File: config.mk
export PLATFORM = sky130hd
export DESIGN_NAME = pipe_stall_ctrl
export DESIGN_NICKNAME = d
export VERILOG_FILES = /design/src/rtl/pipe_stall_ctrl.sv
export SDC_FILE = /design/constraint.sdc
export NUM_CORES = 1
export LEC_CHECK = 0
export ABC_CLOCK_PERIOD_IN_PS = 2300
export BUFFER_PORTS_ARGS = -buffer_cell sky130_fd_sc_hd__buf_4
export CAP_MARGIN = 40
export CORE_ASPECT_RATIO = 0.8
export CORE_MARGIN = 2
export CORE_UTILIZATION = 45
export DETAILED_ROUTE_END_ITERATION = 10
export MAX_ROUTING_LAYER = met4
export PLACE_DENSITY_LB_ADDON = 0.25
export SLEW_MARGIN = 20
export SYNTH_ARGS = -nofsm -noshare
export SYNTH_HDL_FRONTEND = slang
export SYNTH_SLANG_ARGS = --single-unit
File: constraint.sdc
create_clock -name clk -period 2.3 [get_ports clk]
set_input_delay 0.23 -clock clk [delete_from_list [all_inputs] [get_ports clk]]
set_output_delay 0.23 -clock clk [all_outputs]
set_load 0.03 [all_outputs]
File: src/rtl/pipe_stall_ctrl.sv
// Hazard/stall controller for the five-stage pipeline.
// Also sequences the multi-cycle multiply/divide unit.
module pipe_stall_ctrl #(
  parameter int unsigned MULT_CYCLES = 5,
  parameter int unsigned DIV_CYCLES  = 10
) (
  input  logic       clk,
  input  logic       reset,
  input  logic [4:0] A1_D,
  input  logic [4:0] A2_D,
  input  logic [1:0] Tuse_rs,
  input  logic [1:0] Tuse_rt,
  input  logic [4:0] A3_E,
  input  logic [4:0] A3_M,
  input  logic       RegWrite_E,
  input  logic       RegWrite_M,
  input  logic [1:0] Tnew_E,
  input  logic [1:0] Tnew_M,
  input  logic       md_start,
  input  logic       md_is_div,
  input  logic       md_use_D,
  output logic       en_PC,
  output logic       en_FD,
  output logic       clr_DE,
  output logic       en_EM,
  output logic       md_busy,
  output logic       md_done
);

  localparam logic [3:0] MULT_N = 4'(MULT_CYCLES);
  localparam logic [3:0] DIV_N  = 4'(DIV_CYCLES);

  typedef enum logic {
    IDLE,
    BUSY
  } md_state_t;

  md_state_t  state_q;
  md_state_t  state_d;
  logic [3:0] cnt_q;
  logic [3:0] cnt_d;

  logic hz_rs;
  logic hz_rt;
  logic hz_md;
  logic stall;

  // Tnew == 0 is covered by forwarding, so a strict compare suffices
  assign hz_rs = (A1_D != 5'd0) && (
    (RegWrite_E && (A3_E == A1_D) && (Tnew_E > Tuse_rs)) ||
    (RegWrite_M && (A3_M == A1_D) && (Tnew_M > Tuse_rs)));

  assign hz_rt = (A2_D != 5'd0) && (
    (RegWrite_E && (A3_E == A2_D) && (Tnew_E > Tuse_rt)) ||
    (RegWrite_M && (A3_M == A2_D) && (Tnew_M > Tuse_rt)));

  assign hz_md = md_use_D && (md_start || md_busy);

  assign stall  = hz_rs || hz_rt || hz_md;
  assign en_PC  = ~stall;
  assign en_FD  = ~stall;
  assign clr_DE = stall;
  assign en_EM  = 1'b1;

  always_comb begin
    state_d = state_q;
    cnt_d   = cnt_q;
    unique case (state_q)
      IDLE: begin
        if (md_start) begin
          cnt_d   = md_is_div ? DIV_N : MULT_N;
          state_d = BUSY;
        end
      end
      BUSY: begin
        // a start arriving here is ignored; the MD hazard prevents it
        if (cnt_q != 4'd0) cnt_d = cnt_q - 4'd1;
        if (cnt_q <= 4'd1) state_d = IDLE;
      end
    endcase
  end

  always_ff @(posedge clk or negedge reset) begin
    if (!reset) begin
      state_q <= IDLE;
      cnt_q   <= 4'd0;
      md_busy <= 1'b0;
      md_done <= 1'b0;
    end else begin
      state_q <= state_d;
      cnt_q   <= cnt_d;
      md_busy <= (cnt_d != 4'd0);
      md_done <= (cnt_d == 4'd1);
    end
  end

endmodule

==> key figures <==
Outcome
  • Status: completed

Floorplan
  • Die Wd: 52.7 um
  • Initial Utilization: 46.4%
  • Die ar.: approximately 2300 sq um
  • Die height: 43.0 um
  • # IOs: 41
  • Site row count: 14
  • Core Footprint: between 1500 and 2000 sq um

Global route
  • Vias in the first global route: 859
  • Initial antenna violation count: 0
  • All-Layer GR Usage: around a quarter
  • Pin count of the biggest net entering global routing: 11
  • GR Overflow Total: 0
  • First-pass GRT wire length: 3770 um

Logic synthesis
  • Mapped Area: 853 sq um
  • Cell count after synthesis: 103
  • Synth top area cells: dfrtp_1, ha_1, xnor2_1
  • Seq/Total Area, Yosys: approximately a fifth
  • Count of unique library cells instantiated by Yosys: 30
  • Syn. warnings: 0
  • Syn nets: around 150
  • Top cell type's share of synthesized area: between 20% and 30%
  • Syn Area/Cell: 8.28 sq um
  • Largest area contributor in the netlist: dfrtp_1
  • FF+latch count, synth: 7

STA
  • Final Skew: around 5.0 ps
  • Final worst path period share: between 90% and 100%
  • FMAX: 476 MHz
  • Final hold vios: 0
  • Setup_tns: 0 ps
  • Max Slew Vio Count: 0
  • Clock period minus worst slack: 2100 ps
  • RSZ-0062 raised after global routing: no
  • Worst Setup Slack, final: 199 ps
  • Final setup fails: 0

Critical path
  • WP buf/inv: 3
  • Worst Setup Start Kind: input port
  • Worst EP arrival: approximately 1900 ps
  • Critical Path RT: 2070 ps
  • Top cell by count, worst path: buf_4
  • Crit path max-delay cell type: nor4_1
  • Max incr delay on CP: 310 ps
  • Crit-path max FO: 2
  • CP Capture Type: primary output
  • Top Family by Delay on Critical Path: simple AND/OR/NAND/NOR gates
  • Crit path kind: input port to primary output
  • Crit-path cells: buf_4 > inv_1 > ha_1 > a21boi_0 > nand4_1 > nor4_1 > o22ai_1 > and3_1 > buf_4

Detailed routing
  • Drt drc: 0
  • DRT Wirelength: 2200 um
  • DR pass1 iterations: 4
  • Detail Route met3 WL: about 150 um
  • Vias: 871
  • WL/cell: 13.1 um
  • Post-route antenna net violation count: 0
  • DRT met1 WL: approximately 960 um
  • Met2 routed WL: 1070 um
  • Top sig layer: met4
  • Vias/cell: 5.18
  • DRT iter0 DRCs: 18

Cells and area
  • Nets: 190
  • Area of the multi-input gates: 607 sq um
  • Synth-to-Final Area Change: 39.0%
  • Layout cells sized above 1: 30.6%
  • FF/Latch Area: 175 sq um
  • Fillers: 155
  • Post-layout util: approximately 64%
  • Finished layout cell area: 1190 sq um
  • Number of diodes: 0
  • Non-Filler Instances: 168

Placed design
  • HPWL Detailed: 1890 um
  • Routability cong.: 0.913
  • Placed cell count: between 150 and 200
  • DP Worst Slack: 199 ps
  • Post-DP Area: ~1100 sq um
  • Port-buffer cells: 39

Clock network
  • CTS tree: done
  • Clk slew on worst S/H paths: about 50 ps
  • Post-CTS resize count: 0
  • Maximum clock path buffer count: 2
  • Clock Root Buffer: clkbuf_4
  • CTS sink count: 7
  • # H-tree levels: 1
  • Postcts setup bufs: 0
  • TritonCTS buffer count: 3
  • Hold_buf cts: 1
  • Worst-Skew Late Latency: 250 ps

Flow run
  • Max-Cap Viols: 0

Power and ir drop
  • PwrDens: 669 nW/um^2
  • Max VDD drop: 0.726 mV
  • Leak: 0.572 nW

Hold path
  • Hold crit path type: input port to register
cell families after synthesis:
logic type	after synthesis	synth area share, %
xor gates and xnor gates	20	20.5
and+or+nand+nor	33	23.0
DFF	7	20.5
adders and majority gates	10	14.7
muxes	1	1.17
AOI/OAI and AO/OA	16	11.3
other	1	0.439
buffers and inverters	15	8.36
worst reg2reg max path, stage by stage (launching register included):
cell and delay, ps:
dfrtp_1 410, inv_1 100, ha_1 210, nor2b_4 180
a31oi_1 110, o21ai_1 210, inv_1 90, or4_1 500
area by class of cell:
class	instances	area share, %
timing repair buffer	40	25.5
multi-input combinational	81	51.2
sequential	7	14.8
inverter	12	3.80
clock buffer	4	2.22
tap	24	2.53
power by group:
| group | switching (W) | total [W] | internal, W | leakage [nW] |
|---|---|---|---|---|
| clock | 0.0000437 | 0.000110 | 0.0000661 | 0.0150 |
| sequential | 0.0000662 | 0.000241 | 0.000175 | 0.0811 |
| combinational | 0.000240 | 0.000443 | 0.000203 | 0.476 |
stage by stage:
stage	hold slack [ps]	power [W]
after floorplan	-65.6	0.000536
after global placement	42.4	0.000659
after detailed placement	43.1	0.000676
after CTS	308	0.000795
after global routing	308	0.000874
final	312	0.000794
sequential cells by signal, summed over array words and instances (netlist names):
signal	count
md_done	1
state_q	1
cnt_q	4
md_busy	1
synthesized netlist by cell type (all sizes together):
| master | n |
|---|---|
| a21boi | 2 |
| a21oi | 4 |
| a221o | 1 |
| a31oi | 3 |
| and3 | 1 |
| and3b | 1 |
| buf | 3 |
| conb | 1 |
| dfrtp | 7 |
| ha | 10 |
| inv | 12 |
| mux2i | 1 |
| nand2 | 4 |
| nand3 | 6 |
| nand4 | 2 |
| nor2 | 5 |
| nor2b | 2 |
| nor3 | 2 |
| nor3b | 1 |
| nor4 | 5 |
| o21ai | 4 |
| o22ai | 2 |
| or3b | 1 |
| or4 | 3 |
| xnor2 | 14 |
| xor2 | 6 |
per-layer routing:
layer	vias up	track usage, %
li1	444	-
met1	397	29.5
met2	28	37.8
met3	2	3.52
met4	0	7.69
met5	-	-
placed cells by master (no fill, tap or decap):
master,count
xnor2_1,14
nor3_2,1
clkbuf_4,3
nor2b_1,1
nand2_1,4
xor2_1,6
a221o_1,1
a21boi_0,2
clkbuf_1,1
or4_1,3
mux2i_1,1
a31oi_1,3
or3b_1,1
nand4_1,2
and3b_1,1
conb_1,1
a21oi_1,4
nor4_1,5
nor3_1,1
o21ai_0,2
nor2_1,5
nor3b_1,1
dlygate4sd3_1,1
ha_1,10
nor2b_4,1
dfrtp_1,7
buf_4,39
nand3_1,6
o21ai_1,2
and3_1,1
o22ai_1,2
inv_1,12
final timing paths:
check / cells past startpoint / to / from / slack (ps)
max: 9 / en_PC / Tuse_rs[1] / 200
min: 3 / state_q$_DFF_PN0_ / md_start / 310
max reg2reg: 7 / md_busy$_DFF_PN0_ / cnt_q[1]$_DFF_PN0_ / 340
min reg2reg: 2 / cnt_q[2]$_DFF_PN0_ / cnt_q[3]$_DFF_PN0_ / 630
max in group asynchronous: 2 / state_q$_DFF_PN0_ / reset / 1860
min in group asynchronous: 2 / cnt_q[1]$_DFF_PN0_ / reset / 320
Power figures use the tool's default switching activity.
